$ cat src/rtl/mips_pkg.sv
// Shared types and constants for the HI/LO multiply/divide unit that sits
// beside the execute-stage ALU.
package mips_pkg;

  // Operation codes as presented by the execute stage
  typedef enum logic [1:0] {
    OP_MULT  = 2'd0,
    OP_MULTU = 2'd1,
    OP_DIV   = 2'd2,
    OP_DIVU  = 2'd3
  } muldiv_op_t;

  // Sequencer states
  typedef enum logic [1:0] {
    IDLE = 2'd0,
    MUL  = 2'd1,
    DIV  = 2'd2,
    FIX  = 2'd3
  } muldiv_state_t;

  // Radix-2 divider produces one quotient bit per iteration
  localparam int DIV_ITERS = 32;

  // Two's complement negation modulo 2^32
  function automatic logic [31:0] neg32(input logic [31:0] x);
    return ~x + 32'd1;
  endfunction

  // Magnitude of an operand; unsigned ops pass the value straight through
  function automatic logic [31:0] mag32(input logic [31:0] x, input logic is_signed);
    return (is_signed && x[31]) ? neg32(x) : x;
  endfunction

endpackage

$ cat src/rtl/div_radix2_core.sv
// Restoring radix-2 divider datapath. One quotient bit per step, MSB first,
// on unsigned 32-bit operands. A zero divisor is not trapped: every trial
// subtract succeeds, giving an all-ones quotient and remainder = dividend.
module div_radix2_core
  import mips_pkg::*;
(
  input  logic        clk,
  input  logic        rst,
  input  logic        load,
  input  logic [31:0] dividend,
  input  logic [31:0] divisor,
  input  logic        step,
  output logic [31:0] quotient,
  output logic [31:0] remainder
);

  logic [31:0] rem_q;
  logic [31:0] quo_q;
  logic [31:0] dvs_q;
  logic [32:0] shifted;
  logic [33:0] diff;
  logic        q_bit;
  logic [31:0] next_rem;

  // Trial subtract of the divisor from the remainder shifted left by one dividend bit
  always_comb begin
    shifted  = {rem_q, quo_q[31]};
    diff     = {1'b0, shifted} - {2'b00, dvs_q};
    q_bit    = ~diff[33];
    next_rem = q_bit ? diff[31:0] : shifted[31:0];
  end

  // Partial remainder / quotient shift registers; the quotient register
  // doubles as the dividend shifter so both live in one 64-bit window
  always_ff @(posedge clk) begin
    if (rst) begin
      rem_q <= '0;
      quo_q <= '0;
      dvs_q <= '0;
    end else if (load) begin
      rem_q <= '0;
      quo_q <= dividend;
      dvs_q <= divisor;
    end else if (step) begin
      rem_q <= next_rem;
      quo_q <= {quo_q[30:0], q_bit};
    end
  end

  assign quotient  = quo_q;
  assign remainder = rem_q;

endmodule

$ cat src/rtl/muldiv_sequencer.sv
// Multi-cycle HI/LO unit. Accepts MULT/MULTU/DIV/DIVU from execute, runs a
// fixed-latency product pipeline or the iterative divider on operand
// magnitudes, fixes up signs in FIX and writes HI/LO. Stalls the pipeline
// when another HI/LO consumer or producer reaches execute mid-operation.
module muldiv_sequencer
  import mips_pkg::*;
#(
  parameter int MUL_LATENCY = 3
) (
  input  logic        clk,
  input  logic        rst,
  input  logic        start_e,
  input  logic [1:0]  op_e,
  input  logic [31:0] src_a_e,
  input  logic [31:0] src_b_e,
  input  logic        hilo_read_e,
  input  logic        mthi_e,
  input  logic        mtlo_e,
  input  logic [31:0] wdata_e,
  input  logic        abort,
  output logic [31:0] hi,
  output logic [31:0] lo,
  output logic        busy,
  output logic        stall,
  output logic        done
);

  muldiv_state_t state;
  muldiv_op_t    op_in;
  muldiv_op_t    op_q;
  logic [5:0]    cnt;
  logic [31:0]   mag_a;
  logic [31:0]   mag_b;
  logic          neg_quo;
  logic          neg_rem;
  logic          in_signed;
  logic          in_mul;
  logic          accept;
  logic          div_load;
  logic          div_step;
  logic [31:0]   div_quotient;
  logic [31:0]   div_remainder;
  logic [63:0]   prod_pipe [MUL_LATENCY];
  logic [63:0]   prod_final;

  assign op_in     = muldiv_op_t'(op_e);
  assign in_signed = (op_in == OP_MULT) || (op_in == OP_DIV);
  assign in_mul    = (op_in == OP_MULT) || (op_in == OP_MULTU);
  assign accept    = (state == IDLE) && start_e && !abort;

  assign div_load  = accept && !in_mul;
  assign div_step  = (state == DIV) && !abort;

  assign busy  = (state != IDLE);
  assign stall = busy & (start_e | hilo_read_e | mthi_e | mtlo_e);

  assign prod_final = prod_pipe[MUL_LATENCY-1];

  div_radix2_core u_div (
    .clk       (clk),
    .rst       (rst),
    .load      (div_load),
    .dividend  (mag32(src_a_e, in_signed)),
    .divisor   (mag32(src_b_e, in_signed)),
    .step      (div_step),
    .quotient  (div_quotient),
    .remainder (div_remainder)
  );

  // Product pipeline on the latched magnitudes; its depth matches the MUL dwell
  always_ff @(posedge clk) begin
    if (rst) begin
      for (int i = 0; i < MUL_LATENCY; i++) prod_pipe[i] <= '0;
    end else begin
      prod_pipe[0] <= {32'd0, mag_a} * {32'd0, mag_b};
      for (int i = 1; i < MUL_LATENCY; i++) prod_pipe[i] <= prod_pipe[i-1];
    end
  end

  // Sequencer FSM: operand capture, dwell counting, sign fix-up and HI/LO ownership
  always_ff @(posedge clk) begin
    if (rst) begin
      state   <= IDLE;
      op_q    <= OP_MULT;
      cnt     <= '0;
      mag_a   <= '0;
      mag_b   <= '0;
      neg_quo <= 1'b0;
      neg_rem <= 1'b0;
      hi      <= '0;
      lo      <= '0;
      done    <= 1'b0;
    end else begin
      done <= 1'b0;
      if (abort) begin
        state <= IDLE;
        cnt   <= '0;
      end else begin
        case (state)
          IDLE: begin
            if (start_e) begin
              op_q    <= op_in;
              mag_a   <= mag32(src_a_e, in_signed);
              mag_b   <= mag32(src_b_e, in_signed);
              neg_quo <= in_signed & (src_a_e[31] ^ src_b_e[31]);
              neg_rem <= in_signed & src_a_e[31];
              if (in_mul) begin
                cnt   <= 6'(MUL_LATENCY - 1);
                state <= MUL;
              end else begin
                cnt   <= 6'(DIV_ITERS - 1);
                state <= DIV;
              end
            end else begin
              if (mthi_e) hi <= wdata_e;
              if (mtlo_e) lo <= wdata_e;
            end
          end
          MUL, DIV: begin
            if (cnt == 6'd0) begin
              state <= FIX;
            end else begin
              cnt <= cnt - 6'd1;
            end
          end
          FIX: begin
            if ((op_q == OP_MULT) || (op_q == OP_MULTU)) begin
              {hi, lo} <= neg_quo ? (~prod_final + 64'd1) : prod_final;
            end else begin
              lo <= neg_quo ? neg32(div_quotient) : div_quotient;
              hi <= neg_rem ? neg32(div_remainder) : div_remainder;
            end
            done  <= 1'b1;
            state <= IDLE;
          end
          default: state <= IDLE;
        endcase
      end
    end
  end

endmodule

$ cat config.mk
export PLATFORM = sky130hd
export DESIGN_NAME = muldiv_sequencer
export DESIGN_NICKNAME = d
export VERILOG_FILES = /design/src/rtl/mips_pkg.sv /design/src/rtl/div_radix2_core.sv /design/src/rtl/muldiv_sequencer.sv
export SDC_FILE = /design/constraint.sdc
export NUM_CORES = 2
export LEC_CHECK = 0
export ABC_AREA = 1
export CORE_MARGIN = 10
export CORE_UTILIZATION = 66
export DETAILED_ROUTE_END_ITERATION = 8
export PLACE_DENSITY = 0.86
export SYNTH_ARGS = -nofsm -noshare
export SYNTH_HDL_FRONTEND = slang
export SYNTH_SLANG_ARGS = --single-unit
$ cat constraint.sdc
create_clock -name clk -period 11.9 [get_ports clk]
set_input_delay 2.38 -clock clk [delete_from_list [all_inputs] [get_ports clk]]
set_output_delay 2.38 -clock clk [all_outputs]
set_load 0.005 [all_outputs]
## Word level (Yosys, flattened, before mapping)

Memory sizes are Yosys's and may differ from the RTL's.
Cells that the tools add are included.

| storage, ports and cells | value |
|---|---|
| register bits | 237 |
| output and inout port bits | 67 |
| word-level logic and storage cells | 109 |
| memories kept | 1 |
| RAM bits | 192 |

| operators by class | value |
|---|---|
| bitwise gates (word level) | 17 |
| multiplexer cells | 31 |
| add/sub/neg operators | 7 |
| equality and inequality tests | 12 |
| reductions and logical operators | 27 |
| multipliers | 1 |

Memory list:

| name | words | bits a word | rd ports | clocked after memory_dff | wr ports | line | source |
|---|---|---|---|---|---|---|---|
| prod_pipe | 3 | 64 | 3 | 0 | 3 | muldiv_sequencer.sv:43 | `logic [63:0] prod_pipe [MUL_LATENCY];` |

Operators by type and width:

| kind | count |
|---|---|
| 2-to-1 mux 32 bit | 13 |
| 2-to-1 mux 64 bit | 4 |
| adder 32 x 1 -> 32 bit, second input constant | 4 |
| inverter 32 bit | 4 |
| one-hot mux 32 bit (2 select lines) | 2 |
| adder 64 x 1 -> 64 bit, second input constant | 1 |
| multiplier 32 x 32 -> 64 bit | 1 |
| inverter 64 bit | 1 |
| subtractor 33 x 32 -> 34 bit | 1 |
| 2-to-1 mux 6 bit | 2 |
| inequality test 2 bit, second input constant | 6 |
| one-hot mux 6 bit (2 select lines) | 1 |
| AND reduction 4 bit | 2 |
| nonzero test 2 bit | 4 |
| == test 2 x 1 -> 1 bit, second input constant | 3 |
| == test 2 bit, second input constant | 3 |
| logical AND 1 bit | 6 |
| zero test 2 bit | 3 |
| zero test 6 bit | 1 |
| 2-to-1 mux 2 bit | 3 |
| OR 1 bit | 6 |
| one-hot mux 2 bit (3 select lines) | 1 |
| AND reduction 3 bit | 2 |
| OR reduction 2 bit | 3 |
| other kinds (9) | 18 |

## Depth between registers and ports, before layout

An unclocked memory read counts as a cell.

| depth | value |
|---|---|
| depth in word-level cells | 6 |
| depth in mapped cells | 32 |
| mapped depth without buffers | 30 |

## Hierarchy

A second synthesis with hierarchy kept.

| unflattened totals | value |
|---|---|
| cells, all modules | 8,508 |
| area, all modules | 59,450.8 um^2 |

By module, submodules not included:

| module | cells each | seq. area each (um^2) | instances | area an instance (um^2) |
|---|---|---|---|---|
| muldiv_sequencer | 7,465 | 6,646.4 | 1 | 52,870.7 |
| div_radix2_core | 1,043 | 1,921.8 | 1 | 6,580.1 |

## Worst setup path before layout

Ideal clock, no wire load.

| timing | value |
|---|---|
| kind | reg2reg |
| from | register mag_b[5] |
| to | memory prod_pipe[0][53] |
| setup time | 0.113 ns |
| path slack | 5.534 ns |
| data arrival time | 6.253 ns |
| stages on the path, launching flop included | 27 |
| buffers on the path | 2 |
| cell sequence | dfxtp_1 -> clkbuf_1 -> buf_1 -> nand2_1 -> fa_1 -> inv_1 -> fa_1 -> fa_1 -> inv_1 -> fa_1 -> inv_1 -> fa_1 -> fa_1 -> fa_1 -> inv_1 -> fa_1 -> inv_1 -> ha_1 -> nand2_1 -> nor2_1 -> inv_1 -> nor2_1 -> inv_1 -> nor4_1 -> a21oi_1 -> nor2_1 -> nor2_1 |

RTL lines:

| element | line | source |
|---|---|---|
| start: declaration | muldiv_sequencer.sv:33 | `logic [31:0] mag_b;` |
| start signal: assignment | muldiv_sequencer.sv:104 | `mag_b <= mag32(src_b_e, in_signed);` |
| end: declaration | muldiv_sequencer.sv:43 |  |

==> impl_metrics.toml <==
[min_path]
holdPathStages = 2
worst_hold_path_type = "flip-flop to flip-flop"

[critical_path]
rr_worst_depth = 21
critPathMaxFanout = 22
end_kind = "flip-flop"
worstPathRequired_ns = 12.44
start_kind = "flip-flop"
worst-setup-path-type = "flip-flop to flip-flop"
critPathArrivalTime_ns = 8.92

[clocking]
numClockSinks = 428
post-cts-setup-buffer-count = 0
path_clk_slew_ns = 0.07
cts_tree = "done"
cts_made_buffers = 45
cts_root_buf = "clkbuf_16"
cts_buffer_depth = 3
htreeDepth = 2
worst_skew_pair.late_latency_ns = 0.63
hold_buffers = 0
ctsResizeCount = 0

[sta]
period_share_pct = 70.5
relSlewSlack_pct = 21.2
worst_pin_slew_ns = 1.18
finalSetupViolCount = 0
final.setup.tns_ns = 0
max_clock_freq_mhz = 119
skew_ns = 0.0376
hold_viol = 0
period_minus_slack_ns = 8.38
rsz0062_at_grt = "false"
slew_violations = 0

[synth]
avgSynthCellArea_um2 = 6.96
synthTopCellsByCount = "2,148 x inv_1, 2,032 x nand2_1, 897 x fa_1"
synth_edf_count = 0
yosysTopAreaCell = "fa_1"
yosysSeqAreaShare_pct = 14.7
ys.flop_type = "dfxtp_1"
synth.top_cell.area_share_pct = 30.7
synth_cell_types = 57
syn_inst = 8401
ys.warnings.count = 0
syn_nets = 9709
ys_seq_elements = 428
yosysMostFrequentCell = "inv_1"
async_flop_share_pct = 0
synth_area_mm2 = 0.0585
ys_top_cells_by_area = "fa_1 31%, dfxtp_1 15%, inv_1 14%"

[floorplanning]
die_h_um = 318
die-area_mm2 = 0.101
die_x_um = 318
io_pins = 172
start_util_pct = 66.4
rows = 109
core_mm2 = 0.0881

[cells_and_area]
final_cells = 9500
syn_to_final_growth_pct = 6.39
register_area_mm2 = 0.00858
fillCellCount = 7365
layout-drive-gt1-share_pct = 2.65
fin_util_pct = 70.6
final_nets = 9606
multi_input_area_mm2 = 0.0403

[routing]
drt-total-wl_um = 205000
wl_per_cell_um = 21.6
num_vias = 54400
drc = 0
drt-initial-drc-count = 6949
drtPass1Iterations = 8
viasPerCell = 5.73
ant_nets = 0

[outcome]
outcome = "completed"

[global_routing]
overflow = 0
grt_usage_pct = 40.0
grt_max_degree = 93
grt_pass1_wl_um = 314000
antenna_found_initial = 4
grt_pass1_vias = 54400

[placed_design]
hpwl_um = 161000
port_buffers = 171
gp_congestion = 1.04
place_inst = 9416

[power]
ir_drop_mv = 0.149
clkPwrFrac_pct = 22.5
power_frac_seq_pct = 26.1
cellLeakagePower_nw = 35.8
p_int_mw = 3.45
combPwrFrac_pct = 51.4
p_per_area_mw_per_mm2 = 106
switchingPower_mw = 3.13
p_sw_share_pct = 47.6

[flow_run]
maxCapViolCount = 0
-- metal layers --
layer / track usage (%) / vias up / part of all wire (%)
met3: 12.6 / 779 / 14
li1: - / 24400 / -
met1: 50.5 / 25900 / 36
met5: 0 / - / 0.012
met2: 60.5 / 3346 / 44
met4: 22.1 / 4 / 6.6
-- layout make-up --
| class | instances | share of cell area, % |
|---|---|---|
| diodes | 3 | 0.0121 |
| inverters | 2157 | 13.0 |
| flip-flops and latches | 428 | 13.8 |
| well taps | 1165 | 2.34 |
| clock buffers | 62 | 2.07 |
| clock inverters | 19 | 0.352 |
| repair buffers | 250 | 3.71 |
| multi-input cells | 5416 | 64.7 |
-- registers in the layout (all words and copies together), names as in the netlist --
register	flops
prod_pipe	192
hi	32
lo	32
mag_a	32
mag_b	32
u_div.dvs_q	32
u_div.quotient	32
u_div.remainder	32
cnt	6
state	2
done	1
neg_quo	1
neg_rem	1
op_q	1
-- through the flow --
step	setup slack [ns]	power (mW)	cell area [um^2]	hold WS, ns
6_report	3.52	6.58	62200	0.396
5_1_grt	3.59	6.92	62200	0.413
4_1_cts	3.88	6.47	62200	0.398
3_5_place_dp	3.96	4.99	60700	0.394
3_3_place_gp	3.97	4.93	60700	0.389
2_1_floorplan	5.53	3.72	58500	0.388
-- power by group through the flow --
| stage | combinational [mW] | clock, mW | sequential (mW) |
|---|---|---|---|
| after detailed placement | 3.25 | 0 | 1.74 |
| after floorplan | 2.05 | 0 | 1.67 |
| after global routing | 3.65 | 1.54 | 1.73 |
| final | 3.38 | 1.48 | 1.72 |
| after global placement | 3.19 | 0 | 1.74 |
| after CTS | 3.28 | 1.48 | 1.71 |
-- critical path: stages, from the launching register on --
cell and delay, ns:
dfxtp_1 0.86, buf_4 0.52, nand2_1 0.14, fa_1 0.53, fa_1 0.55, inv_1 0.05, fa_1 0.48, fa_1 0.60
fa_1 0.47, fa_1 0.46, fa_1 0.49, inv_1 0.05, fa_1 0.50, inv_1 0.05, ha_1 0.36, a21oi_1 0.26
o21ai_0 0.24, a21oi_1 0.56, o21ai_0 0.53, a21oi_1 0.31, o21ai_0 0.11, a21oi_1 0.16
-- kinds of logic after synthesis --
family	synth area share, %
adder cells (fa/ha/maj)	37.3
buffers and inverters	16.5
flip-flops	14.7
AO/OA/AOI/OAI	8.34
AND/OR/NAND/NOR	22.2
XOR/XNOR	1.03
-- worst paths after layout --
check / start / to / slack [ns]
hold reg to reg: prod_pipe[0][34]$_SDFF_PP0_ / prod_pipe[0][98]$_SDFF_PP0_ / 0.40
setup reg to reg: mag_a[17]$_SDFFE_PP0P_ / prod_pipe[0][35]$_SDFF_PP0_ / 3.52
hold / removal: prod_pipe[0][34]$_SDFF_PP0_ / prod_pipe[0][98]$_SDFF_PP0_ / 0.40
setup / recovery: mag_a[17]$_SDFFE_PP0P_ / prod_pipe[0][35]$_SDFF_PP0_ / 3.52
-- placed cells by master, fill, tap and decap left out, types with 15 or more instances in the layout --
cell type | netlist | final
xor2_1 | 40 | 40
nor2_1 | 762 | 762
nand3_1 | 296 | 296
clkbuf_16 | 0 | 45
nand2_1 | 2032 | 2031
nand4_1 | 53 | 53
buf_4 | 2 | 79
o211ai_1 | 28 | 28
nor3_1 | 37 | 35
inv_1 | 2148 | 2147
a21oi_1 | 374 | 374
o21ai_0 | 352 | 352
clkdlybuf4s50_1 | 0 | 170
xnor2_1 | 29 | 29
dfxtp_1 | 428 | 420
ha_1 | 306 | 305
o22ai_1 | 35 | 35
a22o_1 | 15 | 15
fa_1 | 897 | 897
Power figures use the tool's default switching activity.
